`src/rtl/arbitro_enrutador.sv`:
```
// Round-robin arbiter/router: pops one word per cycle from input FIFOs 0..3 and
// pushes it, two cycles later, to output FIFO 4..7 chosen by the word's top two bits.
module arbitro_enrutador #(
  parameter int DATA_WIDTH = 10
) (
  input  logic                  clk,
  input  logic                  reset,
  input  logic                  active,
  input  logic [3:0]            fifo_empty_in,
  input  logic [DATA_WIDTH-1:0] fifo_data_in0,
  input  logic [DATA_WIDTH-1:0] fifo_data_in1,
  input  logic [DATA_WIDTH-1:0] fifo_data_in2,
  input  logic [DATA_WIDTH-1:0] fifo_data_in3,
  input  logic [3:0]            almost_full_out,
  output logic [3:0]            pop_in,
  output logic [3:0]            push_out,
  output logic [DATA_WIDTH-1:0] data_out,
  output logic                  idle
);

  // Handshake: an input word transfers when pop_in[i]=1 while fifo_empty_in[i]=0
  // (pop is only ever raised for a non-empty FIFO); an output word transfers on
  // every cycle push_out is non-zero, with no ready back from the output FIFOs other
  // than almost_full_out, which stops new pops but never the two words in flight.

  logic                  stall;
  logic                  grant_valid;
  logic [1:0]            grant_idx;
  logic [1:0]            cand;

  logic [1:0]            rr_ptr_q, rr_ptr_d;
  logic                  valid_s1_q, valid_s1_d;
  logic [1:0]            src_s1_q, src_s1_d;
  logic [3:0]            push_q, push_d;
  logic [DATA_WIDTH-1:0] data_q, data_d;
  logic                  idle_q, idle_d;
  logic [DATA_WIDTH-1:0] sel_word;

  assign stall = reset | ~active | (|almost_full_out);

  // Scan offsets 3..0 so the lowest offset from rr_ptr, written last, wins.
  always_comb begin
    grant_valid = 1'b0;
    grant_idx   = rr_ptr_q;
    cand        = rr_ptr_q;
    for (int i = 3; i >= 0; i--) begin
      cand = rr_ptr_q + 2'(i);
      if (!fifo_empty_in[cand]) begin
        grant_valid = 1'b1;
        grant_idx   = cand;
      end
    end
    if (stall) begin
      grant_valid = 1'b0;
    end
  end

  assign pop_in = grant_valid ? (4'b0001 << grant_idx) : 4'b0000;

  always_comb begin
    sel_word = fifo_data_in0;
    case (src_s1_q)
      2'd0: sel_word = fifo_data_in0;
      2'd1: sel_word = fifo_data_in1;
      2'd2: sel_word = fifo_data_in2;
      2'd3: sel_word = fifo_data_in3;
      default: sel_word = fifo_data_in0;
    endcase
  end

  always_comb begin
    rr_ptr_d   = rr_ptr_q;
    valid_s1_d = grant_valid;
    src_s1_d   = grant_idx;
    push_d     = 4'b0000;
    data_d     = data_q;
    if (grant_valid) begin
      rr_ptr_d = grant_idx + 2'd1;
    end
    // Destination comes only from the word itself, never from the source FIFO.
    if (valid_s1_q) begin
      push_d = 4'b0001 << sel_word[DATA_WIDTH-1:DATA_WIDTH-2];
      data_d = sel_word;
    end
    idle_d = (&fifo_empty_in) & ~valid_s1_q & ~(|pop_in);
  end

  always_ff @(posedge clk or posedge reset) begin
    if (reset) begin
      rr_ptr_q   <= 2'd0;
      valid_s1_q <= 1'b0;
      src_s1_q   <= 2'd0;
      push_q     <= 4'b0000;
      data_q     <= '0;
      idle_q     <= 1'b1;
    end else begin
      rr_ptr_q   <= rr_ptr_d;
      valid_s1_q <= valid_s1_d;
      src_s1_q   <= src_s1_d;
      push_q     <= push_d;
      data_q     <= data_d;
      idle_q     <= idle_d;
    end
  end

  assign push_out = push_q;
  assign data_out = data_q;
  assign idle     = idle_q;

endmodule

```
`config.mk`:
```
export PLATFORM = sky130hd
export DESIGN_NAME = arbitro_enrutador
export DESIGN_NICKNAME = d
export VERILOG_FILES = /design/src/rtl/arbitro_enrutador.sv
export SDC_FILE = /design/constraint.sdc
export NUM_CORES = 1
export LEC_CHECK = 0
export BUFFER_PORTS_ARGS = -buffer_cell sky130_fd_sc_hd__buf_4
export CORE_MARGIN = 3
export CORE_UTILIZATION = 41
export CTS_BUF_LIST = sky130_fd_sc_hd__clkbuf_16
export DETAILED_ROUTE_END_ITERATION = 8
export GPL_TIMING_DRIVEN = 0
export PLACE_DENSITY_LB_ADDON = 0.05
export SLEW_MARGIN = 20
export SYNTH_ARGS = -nofsm -noshare
export SYNTH_HDL_FRONTEND = slang
export SYNTH_SLANG_ARGS = --single-unit
```
`constraint.sdc`:
```
create_clock -name clk -period 1.7 [get_ports clk]
set_input_delay 0.255 -clock clk [delete_from_list [all_inputs] [get_ports clk]]
set_output_delay 0.255 -clock clk [all_outputs]
set_load 0.03 [all_outputs]
```
* Yosys cells after proc, flatten, opt, wreduce, memory -nomap -nowiden
Index checks and enable logic that the tools add are counted.
** Word-level totals
- Register bits :: 20
- Input bits :: 51
- Output and inout port bits :: 19
- Logic and storage cells :: 50
** Operators by class
- Add/sub/neg operators :: 4
- Magnitude comparators :: 4
- Equal/unequal tests :: 3
- Shift-type cells :: 2
- Multiplexer cells :: 20
- Bitwise operators :: 7
- Reduce and logical (&&, ||, !) cells :: 4
** Operators with widths (count)
- $pmux 10 s4 :: 1
- $lt 2x3->1 const B :: 4
- $mux 1 :: 9
- $bmux 1 s2 :: 4
- $mux 2 :: 4
- $mux 4 :: 2
- $reduce_or 4->1 :: 2
- $shl 1x2->4 const A :: 2
- $add 2x1->2 const B :: 2
- $add 2x2->2 const B :: 2
- $eq 2x2->1 const B :: 2
- $reduce_and 4->1 :: 1
- $not 1->1 :: 3
- $and 1x1->1 :: 2
- $eq 2x1->1 const B :: 1
- $logic_not 2->1 :: 1
- $or 1x1->1 :: 2

* Longest topological paths before layout
- Word-level depth :: 12
- Gate-level depth with buffers :: 6
- Gate-level depth less buffers :: 6

* Worst setup path before layout
No wires, ideal clock.
- Path type :: input to output
- Start :: in reset
- End :: out pop_in[1]
- Data arrival time :: 1684 ps
- Setup slack :: -239 ps
- Stages on the path :: 5
- Buffers on the path :: 1
- Cell sequence :: inv_1 -> and4_1 -> clkbuf_1 -> nand2_1 -> nor2_1
** Between the ends
- Longest elaborated chain between the ends :: 4
** RTL lines
- start: declaration :: line 7 : input logic reset,
- $or 1x1->1 (2 in a row) :: line 39 : assign stall = reset | ~active | (|almost_full_out);
- $mux 1 :: line 53 : if (stall) begin
- net grant_valid :: line 27 : logic grant_valid;
- $mux 4 :: line 58 : assign pop_in = grant_valid ? (4'b0001 << grant_idx) : 4'b0000;
- end: declaration :: line 15 : output logic [3:0] pop_in,
The timed path passes the listed nets, and every way through them passes these cells.

* Worst setup path in the final report
- Start :: reg rr_ptr_q[1]
- End :: out pop_in[1]
** Between the ends
- Longest elaborated chain between the ends :: 9
** RTL lines
- start: declaration :: line 31 : logic [1:0] rr_ptr_q, rr_ptr_d;
- start signal: assignment :: line 97 : rr_ptr_q <= rr_ptr_d;
- $add 2x2->2 :: line 47 : cand = rr_ptr_q + 2'(i);
- $bmux 1 s2 :: line 48 : if (!fifo_empty_in[cand]) begin
- $mux 1 (implied by the code) :: line 48
- $mux 2 (3 in a row) :: line 48
- $mux 2 * :: line 48
- net grant_idx[0] :: line 28 : logic [1:0] grant_idx;
- $shl 1x2->4 * :: line 58
- $mux 4 * :: line 58
The timed path passes the listed nets; every way through them passes the cells marked *. The select of a mux whose other input is x is not followed.

==> key figures <==
STA
  • Final Max Tran Viols: 0
  • Sum Neg Setup Slack: -759 ps
  • Unrepaired setup endpoints after global routing: true
  • Hold_ws: 36.4 ps
  • Final worst path period need: between 1500 and 2000 ps
  • Clk_skew: 2.30 ps
  • Fmax achieved: 531 MHz
  • Period utilization: 111%
  • Relative slew slack: 66.3%
  • Fin. Hold Viols: 0
  • Setup violators final: 5
  • Worst Max-Slew Pin Slew: 503 ps
  • Final WS setup: -184 ps

Setup path
  • CP peak stage delay: around 400 ps
  • Worst reg-to-reg path cell count: 9
  • Setup CP Type: reg2out
  • WP data required: 1440 ps
  • CP Capture Point: pop_in[1]
  • Crit path cell chain: and2b_1 > o21ai_2 > a221oi_4 > nand2_2 > nor2_1 > buf_4
  • CP bufs+invs: 1
  • Register-to-Register Setup Slack: -100 ps
  • Critical Path Fanout Max: 5
  • Critical path's top delay family: compound AO/OA/AOI/OAI gates
  • Reg-to-Reg End: rr_ptr_q[0]
  • CP max stage cell: dfrtp_2
  • Crit path depth: 6
  • WP data arrival: 1630 ps
  • Worst setup SP type: flop
  • Worst r2r src: rr_ptr_q[1]
  • Crit path launch: rr_ptr_q[1]
  • Critical path capture point type: output port

Clock network
  • Clk Tree Root Cell: clkbuf_16
  • CTS tree: done
  • Clock slew at reported path FFs: 60 ps
  • Clock Latency Late Sink: 250 ps
  • Maximum clock path buffer count: 2
  • Clock sink total: 20
  • TritonCTS buffer count: 3
  • H-Tree Depth: 1

GRT
  • Initial antenna violation count: 0
  • Largest net degree at the start of global routing: 12
  • Vias in the first global route: 1,074
  • Global route total overflow: 0
  • First-pass GRT wire length: 4930 microns
  • Gr usage total: 19.9%

Die
  • Area of the core: 2320 sq um
  • # rows: 17
  • Starting Density: 45.6%
  • Die height: 56.8 microns
  • DIE WIDTH: ~57 microns
  • Die area: 3220 sq um
  • Ports: 70

Logic synthesis
  • Mapped Area: between 1000 and 1500 sq um
  • Syn Area/Cell: about 13 sq um
  • Async S/R FF share, synth: 100%
  • Yosys warns: 0
  • Largest cells by area after synthesis: dfrtp_1 (45%), mux4_2 (21%), mux2_2 (9.6%)
  • Dominant cell type by area after synthesis: dfrtp_1
  • Commonest cells in the netlist: dfrtp_1 (19), mux4_2 (10), mux2_2 (9), nor2_1 (8), inv_1 (4)
  • Ys flop type: dfrtp_1
  • Sequential area share after synthesis: 47.5%
  • Syn Inst Count: 80
  • Most frequent cell after synthesis: dfrtp_1
  • Post-synth EDFFs: 0
  • Syn nets: 131
  • Unique masters post-synth: 26
  • Synth top area share: roughly 45%
  • Number of synthesized register bits: 20

Finish
  • Fraction of final layout cells sized beyond drive strength 1: 70.3%
  • N_diodes: 0
  • Area Growth Syn to Fin: 74.4%
  • Fin nets: 217

Power and ir drop
  • Leak: 0.906 nW
  • Switching portion of total power: 32.5%
  • Clock share of power: between 20 and 25%
  • VDD IR-drop max: 0.851 mV
  • Pint: 0.00134 W
  • Combinational share of power: around 42%
  • PwrDens: 1080 nW/um^2
  • Net switching power: around 0.00064 W
  • Seq pwr share: 33.0%

Detailed routing
  • Starting DRT DRC Count: 24
  • Vias/cell: 5.26
  • DRT Pass-1 Iters: 4
  • Avg WL per Cell: 17.2 microns
  • Vias after detailed routing: 1,015
  • Routed Antenna Nets: 0
  • WL final: 3320 microns
  • DRC: 0

Worst hold path
  • Hold crit path type: in2async

Placed design
  • Gpl congestion: 0.774
  • IO buf count: a little under 70

Outcome
  • Status: complete, but fails checks
  • Failing checks: negative setup slack

Job
  • Maxcap violations: 0
## routing by layer
layer | GRT usage (%) | routed length, microns
met2 | 35.6 | 1810
met1 | 23.5 | 1230
met4 | 5.96 | 48
met3 | 4.60 | 230
met5 | 0 | 0
## worst min path at each step
stage | to | slack (ps) | cells past startpoint
final | valid_s1_q | 40 | 2
after global placement | data_out[8] | 300 | 2
after global routing | data_out[0] | 60 | 2
after floorplan | data_out[0] | 110 | 1
after CTS | valid_s1_q | 50 | 2
after detailed placement | data_out[8] | 300 | 2
## cells by family (layout without fill, tap and decap cells)
group / Yosys count / after routing / share of synthesized area, %
flip-flops: 20 / 20 / 47.5
AND/OR/NAND/NOR: 20 / 20 / 10.4
multiplexers: 19 / 19 / 30.9
AO/OA/AOI/OAI: 11 / 11 / 7.10
buffers and inverters: 9 / 94 / 3.31
XOR/XNOR: 1 / 1 / 0.829
## state kept, by name (all words and copies together) (netlist names)
| register | flops |
|---|---|
| push_out | 4 |
| src_s1_q | 2 |
| data_out | 10 |
| idle | 1 |
| valid_s1_q | 1 |
| rr_ptr_q | 2 |
## power by group through the flow
| stage | clock network [W] | logic, W | registers, W |
|---|---|---|---|
| 2_1_floorplan | 0 | 0.000330 | 0.000776 |
| 3_3_place_gp | 0 | 0.000725 | 0.000635 |
| 3_5_place_dp | 0 | 0.000742 | 0.000642 |
| 4_1_cts | 0.000495 | 0.000790 | 0.000632 |
| 5_1_grt | 0.000517 | 0.000888 | 0.000666 |
| 6_report | 0.000491 | 0.000838 | 0.000653 |
## cell usage in the layout, fill, tap and decap left out, drive strengths merged
cell,instances
nand4,1
dfstp,1
and2b,1
a21oi,2
a311oi,1
a2bb2oi,1
clkinvlp,2
nand2,2
o21a,1
dlygate4sd3,1
and3,1
clkbuf,7
o21ai,5
mux2,9
mux4,10
and3b,2
a221oi,1
nor2,8
nand2b,2
nor3b,1
inv,4
xnor2,1
and4,1
buf,80
dfrtp,19
nor4,1
## stage by stage
| step | cells | power (W) | utilization (%) | worst slack, ps | area [sq um] |
|---|---|---|---|---|---|
| after detailed placement | 177 | 0.00138 | 69.6 | -202 | 1610 |
| after global placement | 177 | 0.00136 | 69.6 | -158 | 1610 |
| after global routing | 193 | 0.00207 | 79.5 | -284 | 1840 |
| final | 193 | 0.00198 | 79.5 | -184 | 1840 |
| after floorplan | 80 | 0.00111 | - | -18.7 | 1060 |
| after CTS | 191 | 0.00192 | 76.3 | -157 | 1770 |
## layout make-up
| class | instances | area [sq um] |
|---|---|---|
| plain buffers | 4 | 18.8 |
| flip-flops and latches | 20 | 503 |
| repair buffers | 81 | 622 |
| inverters | 4 | 18.8 |
| clock buffers | 3 | 75.1 |
| well taps | 28 | 35.0 |
| multi-input cells | 51 | 563 |
| clock inverters | 1 | 3.75 |
| repair inverters | 1 | 5.00 |
| fillers | 145 | 474 |
## repair_timing
action	4_1_cts	5_1_grt
gates resized for setup	1	13
setup buffers	8	3
gates cloned	1	0
pin swaps	1	4
endpoints found under the setup margin	4	7
hold buffers	1	0
endpoints found under the hold margin	9	0
Note: power is estimated with default switching activity, not from simulation.
